**config.mk**
```make
export PLATFORM = sky130hd
export DESIGN_NAME = mux_tree_pipe_flat
export DESIGN_NICKNAME = d
export VERILOG_FILES = /design/src/rtl/mux_pkg.sv /design/src/rtl/mux_tree_pipe_if.sv /design/src/rtl/mux4_stage_reg.sv /design/src/rtl/mux_tree_pipe.sv /design/src/flat_wrapper.sv
export SDC_FILE = /design/constraint.sdc
export NUM_CORES = 1
export LEC_CHECK = 0
export BUFFER_PORTS_ARGS = -buffer_cell sky130_fd_sc_hd__buf_2
export CORE_ASPECT_RATIO = 1.25
export CORE_MARGIN = 4
export CORE_UTILIZATION = 50
export DETAILED_ROUTE_END_ITERATION = 16
export GPL_TIMING_DRIVEN = 0
export PLACE_DENSITY = 0.81
export SYNTH_ARGS = -nofsm -noshare
export SYNTH_HDL_FRONTEND = slang
export SYNTH_SLANG_ARGS = --single-unit
export TNS_END_PERCENT = 20
```
**constraint.sdc**
```tcl
create_clock -name clk -period 1.8 [get_ports clk]
set_input_delay 0.18 -clock clk [delete_from_list [all_inputs] [get_ports clk]]
set_output_delay 0.18 -clock clk [all_outputs]
set_load 0.02 [all_outputs]
```
**src/rtl/mux_pkg.sv**
```systemverilog
// rtl/mux_pkg.sv - radix constant and depth helpers shared by the mux tree
package mux_pkg;

   localparam int RADIX = 4;

   function automatic int clog4(input int n);
      int     levels;
      longint span;
      levels = 0;
      span   = 1;
      while (span < longint'(n)) begin
         span   = span * RADIX;
         levels = levels + 1;
      end
      return levels;
   endfunction

   function automatic bit n_in_legal(input int n);
      return (n >= RADIX) && ((longint'(1) << (2 * clog4(n))) == longint'(n));
   endfunction

endpackage

```
**src/rtl/mux_tree_pipe_if.sv**
```systemverilog
// rtl/mux_tree_pipe_if.sv - input/output handshake bundle of the mux tree
interface mux_tree_pipe_if
   import mux_pkg::*;
#(
   parameter int WIDTH = 8,
   parameter int N_IN  = 16
);
   localparam int SEL_W = 2 * clog4(N_IN);

   logic [N_IN*WIDTH-1:0] in_data;
   logic [SEL_W-1:0]      in_sel;
   logic                  mode;
   logic                  in_valid;
   logic                  in_ready;
   logic [WIDTH-1:0]      out_data;
   logic [SEL_W-1:0]      out_ch;
   logic                  out_valid;
   logic                  out_ready;

   modport master (
      output in_data, in_sel, mode, in_valid, out_ready,
      input  in_ready, out_data, out_ch, out_valid
   );

   modport slave (
      input  in_data, in_sel, mode, in_valid, out_ready,
      output in_ready, out_data, out_ch, out_valid
   );

endinterface

```
**src/rtl/mux4_stage_reg.sv**
```systemverilog
// rtl/mux4_stage_reg.sv - one registered radix-4 reduction level of the tree
module mux4_stage_reg
   import mux_pkg::*;
#(
   parameter int WIDTH  = 8,
   parameter int GROUPS = 4,
   parameter int SEL_W  = 4,
   parameter int LVL    = 0
) (
   input  logic                          clk,
   input  logic                          rst,
   input  logic                          adv,
   input  logic                          in_valid,
   input  logic [GROUPS*RADIX*WIDTH-1:0] in_data,
   input  logic [SEL_W-1:0]              in_ch,
   output logic                          out_valid,
   output logic [GROUPS*WIDTH-1:0]       out_data,
   output logic [SEL_W-1:0]              out_ch
);

   // The channel id doubles as the select; this level consumes its own digit.
   logic [1:0] pick;
   assign pick = in_ch[2*LVL +: 2];

   always_ff @(posedge clk) begin
      if (rst) begin
         out_valid <= 1'b0;
         out_data  <= '0;
         out_ch    <= '0;
      end else if (adv) begin
         out_valid <= in_valid;
         if (in_valid) begin
            for (int g = 0; g < GROUPS; g++) begin
               out_data[g*WIDTH +: WIDTH] <= in_data[(g*RADIX + int'(pick))*WIDTH +: WIDTH];
            end
            out_ch <= in_ch;
         end
      end
   end

endmodule

```
**src/rtl/mux_tree_pipe.sv**
```systemverilog
// rtl/mux_tree_pipe.sv - pipelined N:1 mux tree with handshake and auto-scan
module mux_tree_pipe
   import mux_pkg::*;
#(
   parameter int WIDTH = 8,
   parameter int N_IN  = 16
) (
   input logic           clk,
   input logic           rst,
   mux_tree_pipe_if.slave bus
);

   localparam int LEVELS = clog4(N_IN);
   localparam int SEL_W  = 2 * LEVELS;

   if (!n_in_legal(N_IN)) begin : g_bad_n_in
      $error("mux_tree_pipe: N_IN must be a power of 4 and at least 4");
   end

   logic             adv;
   logic             accept;
   logic             last_valid;
   logic [SEL_W-1:0] scan_ch;
   logic [SEL_W-1:0] eff_sel;

   assign adv          = bus.out_ready || !last_valid;
   assign accept       = bus.in_valid && adv;
   assign eff_sel      = bus.mode ? scan_ch : bus.in_sel;
   assign bus.in_ready = adv;

   // Held at zero outside scan so every entry into scan starts at channel 0.
   always_ff @(posedge clk) begin
      if (rst || !bus.mode) begin
         scan_ch <= '0;
      end else if (accept) begin
         scan_ch <= scan_ch + 1'b1;
      end
   end

   for (genvar L = 0; L < LEVELS; L++) begin : lvl
      localparam int GROUPS = N_IN >> (2 * (L + 1));

      logic                    v;
      logic [GROUPS*WIDTH-1:0] d;
      logic [SEL_W-1:0]        c;

      if (L == 0) begin : g_src
         mux4_stage_reg #(
            .WIDTH (WIDTH),
            .GROUPS(GROUPS),
            .SEL_W (SEL_W),
            .LVL   (L)
         ) u_stage (
            .clk      (clk),
            .rst      (rst),
            .adv      (adv),
            .in_valid (accept),
            .in_data  (bus.in_data),
            .in_ch    (eff_sel),
            .out_valid(v),
            .out_data (d),
            .out_ch   (c)
         );
      end else begin : g_src
         mux4_stage_reg #(
            .WIDTH (WIDTH),
            .GROUPS(GROUPS),
            .SEL_W (SEL_W),
            .LVL   (L)
         ) u_stage (
            .clk      (clk),
            .rst      (rst),
            .adv      (adv),
            .in_valid (lvl[L-1].v),
            .in_data  (lvl[L-1].d),
            .in_ch    (lvl[L-1].c),
            .out_valid(v),
            .out_data (d),
            .out_ch   (c)
         );
      end
   end

   assign last_valid    = lvl[LEVELS-1].v;
   assign bus.out_valid = lvl[LEVELS-1].v;
   assign bus.out_data  = lvl[LEVELS-1].d;
   assign bus.out_ch    = lvl[LEVELS-1].c;

endmodule

```
**src/flat_wrapper.sv**
```systemverilog
// flat-port wrapper written by rule: the top's interface ports become plain ports
module mux_tree_pipe_flat import mux_pkg::*;
#(
   parameter int WIDTH = 8,
   parameter int N_IN  = 16
)
  (clk, rst, bus_in_data, bus_in_sel, bus_mode, bus_in_valid, bus_out_ready, bus_in_ready, bus_out_data, bus_out_ch, bus_out_valid);
  mux_tree_pipe_if #(.WIDTH(WIDTH), .N_IN(N_IN)) bus_i ();
  input logic clk;
  input logic rst;
  input wire logic [$bits(bus_i.in_data)-1:0] bus_in_data;
  input wire logic [$bits(bus_i.in_sel)-1:0] bus_in_sel;
  input wire logic [$bits(bus_i.mode)-1:0] bus_mode;
  input wire logic [$bits(bus_i.in_valid)-1:0] bus_in_valid;
  input wire logic [$bits(bus_i.out_ready)-1:0] bus_out_ready;
  output wire logic [$bits(bus_i.in_ready)-1:0] bus_in_ready;
  output wire logic [$bits(bus_i.out_data)-1:0] bus_out_data;
  output wire logic [$bits(bus_i.out_ch)-1:0] bus_out_ch;
  output wire logic [$bits(bus_i.out_valid)-1:0] bus_out_valid;
  assign bus_i.in_data = bus_in_data;
  assign bus_i.in_sel = bus_in_sel;
  assign bus_i.mode = bus_mode;
  assign bus_i.in_valid = bus_in_valid;
  assign bus_i.out_ready = bus_out_ready;
  assign bus_in_ready = bus_i.in_ready;
  assign bus_out_data = bus_i.out_data;
  assign bus_out_ch = bus_i.out_ch;
  assign bus_out_valid = bus_i.out_valid;
  mux_tree_pipe #(.WIDTH(WIDTH), .N_IN(N_IN)) u_core (.clk(clk), .rst(rst), .bus(bus_i));
endmodule
```
# Word-level counts from Yosys, hierarchy flattened
# Index checks and enable logic that the tools add are counted.
# op_classes
addsub	4
shift	5
muxes	1
n_reduce_logical	7
# op_table
cell	count
variable part select 128 x 9 -> 8 bit	2
variable part select 128 x 6 -> 8 bit	1
variable part select 128 x 8 -> 8 bit	1
variable part select 32 x 6 -> 8 bit	1
adder 4 x 2 -> 5 bit, first input constant	2
adder 3 x 2 -> 4 bit, first input constant	1
adder 4 x 1 -> 4 bit, second input constant	1
2-to-1 mux 4 bit	1
AND reduction 2 bit	2
zero test 1 bit	2
logical OR 1 bit	2
logical AND 1 bit	1
# word_totals
register_bits	54
input_bits	137
out_inout_bits	14
wordCells	24

# Longest topological paths before layout
# Gate-level depths: netlist (run 1).
# depth
word_depth	4
mapped_depth	7
ltp_nobuf	4

# Modules after synthesis
# Synthesis (run 1) repeated with hierarchy kept, for this count alone.
# unflattened
cells_unflattened	295
area_unflattened_um2	2929.1
# by_module_without_submodules
module	n_inst	cells_per_inst	area_each_um2
mux4_stage_reg at u_core.lvl[0].g_src.u_stage	1	200	2026.9
mux4_stage_reg at u_core.lvl[1].g_src.u_stage	1	66	641.9
mux_tree_pipe	1	29	260.2

# Worst setup path before layout (run 1)
# Ideal clock, no wire load.
# synth_timing
path_type	register -> register
startpoint	reg u_core.lvl[1].g_src.u_stage.out_valid
endpoint	reg u_core.lvl[0].g_src.u_stage.out_data[10]
setup_time_ns	0.086
arrival_ns	1.412
t_required_ns	1.714
path_slack_ns	0.302
stages_incl_launch_ff	8
n_path_buf	3
synth_period_minus_slack_ns	1.498
cell_sequence	dfxtp_1 nand2b_1 buf_2 and2_1 buf_2 buf_2 nor2_1 a211oi_1
# synth_between
elab_chain_cells	4
# synth_rtl
item	line	rtl
start, declared	mux4_stage_reg.sv:16	output logic out_valid,
start signal, assigned	mux4_stage_reg.sv:31	out_valid <= in_valid;
zero test 1 bit *	mux_tree_pipe.sv:26	assign adv = bus.out_ready || !last_valid;
logical OR 1 bit *	mux_tree_pipe.sv:26	
named net bus_in_ready	flat_wrapper.sv:16	output wire logic [$bits(bus_i.in_ready)-1:0] bus_in_ready;
logical AND 1 bit	mux_tree_pipe.sv:27	assign accept = bus.in_valid && adv;
AND reduction 2 bit (no line) *	-	
end signal, assigned by index	mux4_stage_reg.sv:34	out_data[g*WIDTH +: WIDTH] <= in_data[(g*RADIX + int'(pick))*WIDTH +: WIDTH];
end, declared	mux4_stage_reg.sv:17	output logic [GROUPS*WIDTH-1:0] out_data,
# Mark *: on every way through the listed nets, which the timed path passes. The rest lies on a longest branch.
# A chain may end at the register's enable or synchronous reset.

# Worst setup path after layout (run 1)
# layout_timing
startpoint	reg u_core.scan_ch[0]
endpoint	reg u_core.lvl[0].g_src.u_stage.out_data[27]
# layout_between
elab_chain_cells	3
# layout_rtl
item	line	rtl
start, declared	mux_tree_pipe.sv:23	logic [SEL_W-1:0] scan_ch;
start signal, assigned	mux_tree_pipe.sv:36	scan_ch <= scan_ch + 1'b1;
2-to-1 mux 4 bit	mux_tree_pipe.sv:28	assign eff_sel = bus.mode ? scan_ch : bus.in_sel;
adder 4 x 2 -> 5 bit	mux4_stage_reg.sv:34	
variable part select 128 x 9 -> 8 bit	mux4_stage_reg.sv:34	
# No other way between the ends.

==> Implementation_results.wiki, run 1 <==
{| class="wikitable"
! Metric !! Value
|-
| Worst-path clk slew || 0.09 ns
|-
| Leading cell types in the layout, fill and taps excluded || sky130_fd_sc_hd__buf_2, sky130_fd_sc_hd__a211oi_1, sky130_fd_sc_hd__nand2b_1
|-
| Total power per unit cell area || 600 mW/mm²
|-
| Worst Hold Depth || 3
|-
| Net total in the final layout || ~800
|-
| Post-synthesis adder-cell area fraction || 0.316%
|-
| Standard cell with the maximum stage delay on the critical path || sky130_fd_sc_hd__dfxtp_2
|-
| Critical Setup Path Class || flip-flop to flip-flop
|-
| Detailed-route wire length per cell || 17.0 µm
|-
| Largest driver fanout on the critical path || 10
|-
| Antenna-violating nets left || 0
|-
| Buffers inserted during post-CTS setup optimization || 0
|-
| P_int || 2.01 mW
|-
| Final Routed Wirelength || about 13 mm
|-
| Setup crit start kind || flip-flop
|-
| Area of combinational cells with multiple inputs || about 0.0026 mm²
|-
| Switching Share || about a third
|-
| Most frequent standard cell in the layout excluding fill and tap cells || sky130_fd_sc_hd__buf_2
|-
| Register bit total from synthesis || 54
|-
| Final worst hold slack || about 0.20 ns
|-
| Weighted congestion at the end of routability-driven global placement || about 0.98
|-
| Overall overflow remaining after global route || 0
|-
| Flop pwr share || ~46%
|-
| Sequential-to-total area share from yosys stat || between 20% and 30%
|-
| Setup total negative slack || 0 ns
|-
| Basic-gate share of the synthesized area counting and, or, nand and nor cells || 25.5%
|-
| Synth Area per Inst || between 7 and 8 µm²
|-
| Drt initial violations || ~370
|-
| Core area || between 0.007 and 0.008 mm²
|-
| Horizontal die dimension || about 88 µm
|-
| TritonCTS clock tree || built
|-
| Floorplan die height || roughly 110 µm
|-
| Combinational share of power || just over 30%
|-
| Number of flops mapped to enable cells by yosys || 0
|-
| Sinks on Clock Net || 54
|-
| Synth Instances || roughly 530
|-
| Combined area of all synthesized cells || approximately 0.004 mm²
|-
| Vias/cell || between 5 and 6
|-
| Critical Path Sink Type || flip-flop
|-
| Global-route wire length before repair || 19.7 mm
|-
| Clock share of power || about a quarter
|-
| Library cells used by synthesis || 30
|-
| Reg area || around 0.0011 mm²
|-
| Commonest register cell after synthesis || sky130_fd_sc_hd__dfxtp_1
|-
| Maximum level of the CTS H-tree || 2
|-
| Min-delay worst type || primary input to flip-flop
|-
| Port Buf Inserts || roughly 150
|-
| Post-detail-place hpwl || about 11 mm
|-
| Detailed-routing iteration count for the pre-antenna-repair pass || 5
|-
| Std cell rows || 36
|-
| Starting density of the core || roughly 51%
|-
| Root Buffer || sky130_fd_sc_hd__clkbuf_8
|-
| Diode count || 0
|-
| Ordered cell list for the critical path || mux2i_1 > buf_6 > buf_12 > mux2i_1 > nor4_1 > a311o_1
|-
| GRT Resource Usage Total || approximately a quarter
|-
| Max Root-Sink Buffers || 2
|-
| Cts bufs inserted || 5
|-
| Combinational family with the most area after synthesis || compound AO/OA/AOI/OAI gates
|-
| Most frequent CP cell || sky130_fd_sc_hd__mux2i_1
|-
| Sw power || about 940 µW
|-
| Number of global-route vias before repair || around 4200
|-
| WP data arrival || 1.88 ns
|-
| Count of pins over their slew limit || 0
|-
| Number of cells traversed by the worst register-to-register path || 6
|-
| Fmax achieved || slightly below 0.6 GHz
|-
| Stage delay of the slowest cell on the critical path || ~0.38 ns
|-
| Syn Nets || 664
|-
| Clock Latency Late Sink || 0.31 ns
|-
| Share of synthesized registers carrying an async set or reset || 0%
|-
| Tightest Pin Transition || 0.566 ns
|-
| Final setup violation count || 0
|-
| Peak supply drop || slightly above 0.0005 V
|-
| Synth Area in Compound Gates || between 30% and 40%
|-
| Period Utilization, post-route || between 90 and 100%
|-
| Number of filler cells placed in the layout || 711
|-
| Leakage component of the power || between 2 and 2.5 nW
|-
| Number of antenna violations at the first check in global routing || 0
|-
| Via count || 4602
|-
| Clock skew after layout || approximately 0.005 ns
|-
| Tmin final || ~1.7 ns
|-
| Number of DRC violations after detailed routing || 0
|-
| Post-synthesis share of cell area spent on xor and xnor gates || 0.664%
|-
| I/O pin count || around 150
|-
| Largest net degree at the start of global routing || 16
|-
| Ratio of cells with drive above 1 in the final layout || ~29%
|-
| Outcome || finished clean
|-
| Hold Fails Final Rpt || 0
|-
| Flop-to-flop setup slack || 0.12 ns
|-
| Post-synthesis to final-layout area growth || 24.2%
|-
| Unrepaired setup endpoints after global routing || no
|-
| Rel. slew slack || 62.3%
|-
| Full die area || between 0.009 and 0.01 mm²
|-
| Count of maximum capacitance violations || 0
|-
| Portion of netlist area occupied by mux cells || 6.83%
|-
| Number of synthesis warnings || 0
|-
| Required time worst endpoint || 2.00 ns
|}
[per-stage QoR]
stage / area, µm² / total power, mW / utilization, % / setup WS, ns / instances
after floorplan: 3960 / 1.91 / - / 0.302 / 526
after global placement: 4820 / 2.24 / 62.2 / 0.0856 / 769
after detailed placement: 4820 / 2.26 / 62.2 / 0.0338 / 769
after CTS: 4910 / 2.92 / 63.4 / 0.00440 / 777
after global routing: 4920 / 3.08 / 63.5 / 0.00683 / 777
final: 4920 / 2.95 / 63.5 / 0.124 / 777
[critical path, delay by kind of cell (launching register included)]
family          cells  cell delay, ns
compound gates      1            0.33
flops               1            0.38
buf+inv             2            0.33
simple gates        1            0.07
mux                 2            0.44
[registers in the layout, summed over array words and instances (netlist names)]
| signal | count |
|---|---|
| u_core.lvl.g_src.u_stage.out_data | 40 |
| u_core.scan_ch | 4 |
| u_core.lvl.g_src.u_stage.out_ch | 8 |
| u_core.lvl.g_src.u_stage.out_valid | 2 |
[logic make-up after synthesis]
family                     count (synthesis)
DFF                                       54
muxes                                     17
xor gates and xnor gates                   3
AOI/OAI and AO/OA                        196
buffers and inverters                     56
adders and majority gates                  1
and+or+nand+nor                          199
[power by group through the flow]
stage / Clock, mW / Combinational (mW) / Sequential (mW)
6_report: 0.695 / 0.910 / 1.34
3_5_place_dp: 0 / 0.894 / 1.37
2_1_floorplan: 0 / 0.560 / 1.35
5_1_grt: 0.743 / 0.992 / 1.35
4_1_cts: 0.688 / 0.896 / 1.34
3_3_place_gp: 0 / 0.871 / 1.36
[worst paths after layout]
path,from,endpoint
max,u_core.scan_ch[0],u_core.lvl[0].g_src.u_stage.out_data[27]
min,bus_in_data[98],u_core.lvl[0].g_src.u_stage.out_data[26]
max reg2reg,u_core.scan_ch[0],u_core.lvl[0].g_src.u_stage.out_data[27]
min reg2reg,u_core.lvl[1].g_src.u_stage.out_ch[1],u_core.lvl[1].g_src.u_stage.out_ch[1]
[routing by layer]
metal / share of wire, % / vias to the layer above / global-route usage, % / wire (µm)
li1: - / 2217 / - / -
met1: 39 / 2100 / 33.2 / 5150
met2: 50 / 241 / 45.9 / 6530
met3: 7.7 / 44 / 3.45 / 1010
met4: 3.7 / 0 / 10.1 / 493
met5: 0 / - / 0 / 0
[what timing repair did]
item,in CTS,in global routing
resized for setup,0,10
endpoints found under the setup margin,0,21
hold buffers,0,0
[synthesized netlist by cell type, drive strengths merged, types with 3 or more instances]
library cell   n  area, µm²
nor4           6       37.5
a21oi         44        220
and2           3       18.8
a22oi         29        218
clkbuf        24       90.1
a211oi        62        465
a31oi         29        181
nor2          37        139
a311o          3       30.0
mux4           8        180
mux2i          9       90.1
nand2b        59        369
nand2         58        218
dfxtp         54       1080
o21ai         29        145
buf           30        203
nor2b         29        181
[area by class of cell]
type | instances | share of cell area, %
Buffer | 54 | 6.06
Clock buffer | 7 | 1.76
Clock inverter | 1 | 0.102
Inverter | 2 | 0.153
Multi-Input combinational cell | 416 | 52.4
Sequential cell | 54 | 22.0
Tap cell | 95 | 2.42
Timing Repair Buffer | 148 | 15.1
(Power assumes the default switching activity.)
==> inputs of run 2 (changes only) <==
- CAP_MARGIN: default -> 15
- PLACE_DENSITY: 0.81 -> 0.83
==> Implementation_results.wiki, run 2 (synthesized netlist as in run 1, its figures left out) <==
{| class="wikitable"
! Metric !! Value
|-
| TritonCTS clock tree || built (unchanged)
|-
| Diode count || 0 (unchanged)
|-
| Sinks on Clock Net || 54 (unchanged)
|-
| Resize count post-CTS || 3 (was 0)
|-
| Detailed-route wire length per cell || 17.9 µm (was 17.0 µm)
|-
| Leading cell types in the layout, fill and taps excluded || sky130_fd_sc_hd__buf_2, sky130_fd_sc_hd__a211oi_1, sky130_fd_sc_hd__nand2b_1 (unchanged)
|-
| Required time worst endpoint || 2.01 ns (was 2.00 ns)
|-
| Total power per unit cell area || 602 mW/mm² (was 600 mW/mm²)
|-
| Max Root-Sink Buffers || 2 (unchanged)
|-
| WP data arrival || 2.00 ns (was 1.88 ns)
|-
| Maximum level of the CTS H-tree || 2 (unchanged)
|-
| Number of DRC violations after detailed routing || 0 (unchanged)
|-
| Worst-path clk slew || 0.09 ns (about the same)
|-
| Largest driver fanout on the critical path || 10 (unchanged)
|-
| Setup total negative slack || 0 ns (unchanged)
|-
| Critical Path Sink Type || flip-flop (unchanged)
|-
| Stage delay of the slowest cell on the critical path || 0.45 ns (was 0.38 ns)
|-
| Ordered cell list for the critical path || buf_4 > buf_2 > nand2_1 > a21oi_1 > o21ai_0 > a211oi_1 (was mux2i_1 > buf_6 > buf_12 > mux2i_1 > nor4_1 > a311o_1)
|-
| Floorplan die height || 107 µm (unchanged)
|-
| Vias/cell || 5.85 (was 5.92)
|-
| Critical Setup Path Class || flip-flop to flip-flop (unchanged)
|-
| Final setup violation count || 0 (unchanged)
|-
| Register with the highest flop count || u_core.lvl.g_src.u_stage.out_data (unchanged)
|-
| Number of antenna violations at the first check in global routing || 0 (unchanged)
|-
| Overall overflow remaining after global route || 0 (unchanged)
|-
| Number of flip-flops under the largest register name || 40 (unchanged)
|-
| Starting density of the core || 51.1% (unchanged)
|-
| Count of maximum capacitance violations || 0 (unchanged)
|-
| Via count || 4543 (was 4602)
|-
| Global-route track usage on met3 || 3.68% (was 3.45%)
|-
| Global-route wire length before repair || 21.3 mm (was 19.7 mm)
|-
| Period Utilization, post-route || 99.5% (was 93.1%)
|-
| Drt initial violations || 312 (was 366)
|-
| Min-delay worst type || primary input to flip-flop (unchanged)
|-
| Root Buffer || sky130_fd_sc_hd__clkbuf_8 (unchanged)
|-
| Unrepaired setup endpoints after global routing || yes (was no)
|-
| Weighted congestion at the end of routability-driven global placement || 0.979 (was 0.983)
|-
| Core area || 0.00775 mm² (unchanged)
|-
| I/O pin count || 151 (unchanged)
|-
| Leakage component of the power || 2.01 nW (was 2.02 nW)
|-
| Global routing usage on met1 || 37.7% (was 33.2%)
|-
| Post-detail-place hpwl || 11.4 mm (was 10.9 mm)
|-
| Clock skew after layout || 0.00892 ns (was 0.00499 ns)
|-
| Horizontal die dimension || 87.6 µm (unchanged)
|-
| Clock Latency Late Sink || 0.31 ns (about the same)
|-
| Detailed-routing iteration count for the pre-antenna-repair pass || 5 (unchanged)
|-
| Instance count on the critical path || 6 (unchanged)
|-
| Top Family by Delay on Critical Path || compound AO/OA/AOI/OAI gates (was multiplexers)
|-
| Tmin final || 1.79 ns (was 1.68 ns)
|-
| Number of cells traversed by the worst register-to-register path || 6 (unchanged)
|-
| Standard cell with the maximum stage delay on the critical path || sky130_fd_sc_hd__dfxtp_2 (unchanged)
|-
| Net total in the final layout || 819 (unchanged)
|-
| Largest net degree at the start of global routing || 16 (unchanged)
|-
| Port Buf Inserts || 148 (unchanged)
|-
| Rel. slew slack || 62.1% (was 62.3%)
|-
| Post-synthesis to final-layout area growth || 24.2% (about the same)
|-
| Buffers and inverters on the worst path || 2 (unchanged)
|-
| Antenna-violating nets left || 0 (unchanged)
|-
| Tightest Pin Transition || 0.569 ns (was 0.566 ns)
|-
| Most frequent standard cell in the layout excluding fill and tap cells || sky130_fd_sc_hd__buf_2 (unchanged)
|-
| Peak supply drop || 0.000526 V (was 0.000510 V)
|-
| Number of global-route vias before repair || 4243 (was 4162)
|-
| Buffers inserted during post-CTS setup optimization || 0 (unchanged)
|-
| Final worst hold slack || 0.206 ns (was 0.201 ns)
|-
| Setup crit start kind || flip-flop (unchanged)
|-
| Met2 demand-to-capacity share in global routing || 50.2% (was 45.9%)
|-
| Number of buffers added to fix hold violations after cts || 0 (unchanged)
|-
| Worst Hold Depth || 3 (unchanged)
|-
| Full die area || 0.00941 mm² (unchanged)
|-
| Highest-utilization routing layer at the global route stage || met2 (unchanged)
|-
| Final Routed Wirelength || 13.9 mm (was 13.2 mm)
|-
| Fmax achieved || 0.558 GHz (was 0.597 GHz)
|-
| Total Power || 2.96 mW (was 2.95 mW)
|-
| GRT Resource Usage Total || 29.1% (was 26.6%)
|-
| Post-route design area || 0.00491 mm² (was 0.00492 mm²)
|-
| Outcome || finished clean (unchanged)
|-
| Hold Fails Final Rpt || 0 (unchanged)
|-
| Cell area reported after detailed placement || 0.00482 mm² (unchanged)
|-
| Ratio of cells with drive above 1 in the final layout || 28.4% (was 28.9%)
|-
| Count of pins over their slew limit || 0 (unchanged)
|-
| Std cell rows || 36 (unchanged)
|-
| Cts bufs inserted || 5 (unchanged)
|-
| Leading registers by flop count || u_core.lvl.g_src.u_stage.out_data (40), u_core.lvl.g_src.u_stage.out_ch (8), u_core.scan_ch (4) (unchanged)
|}
## run 2: cell counts in the layout (fill, tap and decap cells not counted)
Identical to the previous run, type by type.
## run 2: per-layer routing
metal  routed length [µm]  vias to the layer above
met5                    0                        -
met4                  335                        0
met3                 1080                       23
met2                 7000                      219
met1                 5490                     2087
li1                     -                     2214
## run 2: worst register-to-register path, cell delays in order (launching register included)
cell and delay, ns:
sky130_fd_sc_hd__dfxtp_2 0.45, sky130_fd_sc_hd__buf_4 0.23, sky130_fd_sc_hd__buf_2 0.27, sky130_fd_sc_hd__nand2_1 0.08
sky130_fd_sc_hd__a21oi_1 0.20, sky130_fd_sc_hd__o21ai_0 0.20, sky130_fd_sc_hd__a211oi_1 0.27
## run 2: metrics by stage
step           utilization [%]  instances  worst slack, ns
2_1_floorplan                -        526            0.302
3_3_place_gp              62.2        769          -0.0136
3_5_place_dp              62.2        769          -0.0499
4_1_cts                   63.4        777           0.0174
5_1_grt                   63.4        777          -0.0489
6_report                  63.4        777          0.00946
## run 2: final cells by class
class                           count  area (µm²)
Timing Repair Buffer              148         741
Multi-Input combinational cell    416        2580
Inverter                            2        7.51
Clock inverter                      1        5.00
Fill cell                         720        2830
Tap cell                           95         119
Clock buffer                        7        86.3
Sequential cell                    54        1080
Buffer                             54         298
## run 2: path summary, 6_finish.rpt
| path | start | end | slack (ns) |
|---|---|---|---|
| worst min-delay path | bus_in_data[98] | u_core.lvl[0].g_src.u_stage.out_data[26] | 0.21 |
| worst max-delay path | u_core.scan_ch[0] | u_core.lvl[0].g_src.u_stage.out_data[2] | 0.009 |
| worst min register to register | u_core.lvl[1].g_src.u_stage.out_data[3] | u_core.lvl[1].g_src.u_stage.out_data[3] | 0.45 |
| worst max register to register | u_core.scan_ch[0] | u_core.lvl[0].g_src.u_stage.out_data[2] | 0.009 |
## run 2: power by group
part	internal, mW	switching (mW)
clock	0.311	0.381
combinational	0.414	0.512
sequential	1.28	0.0607
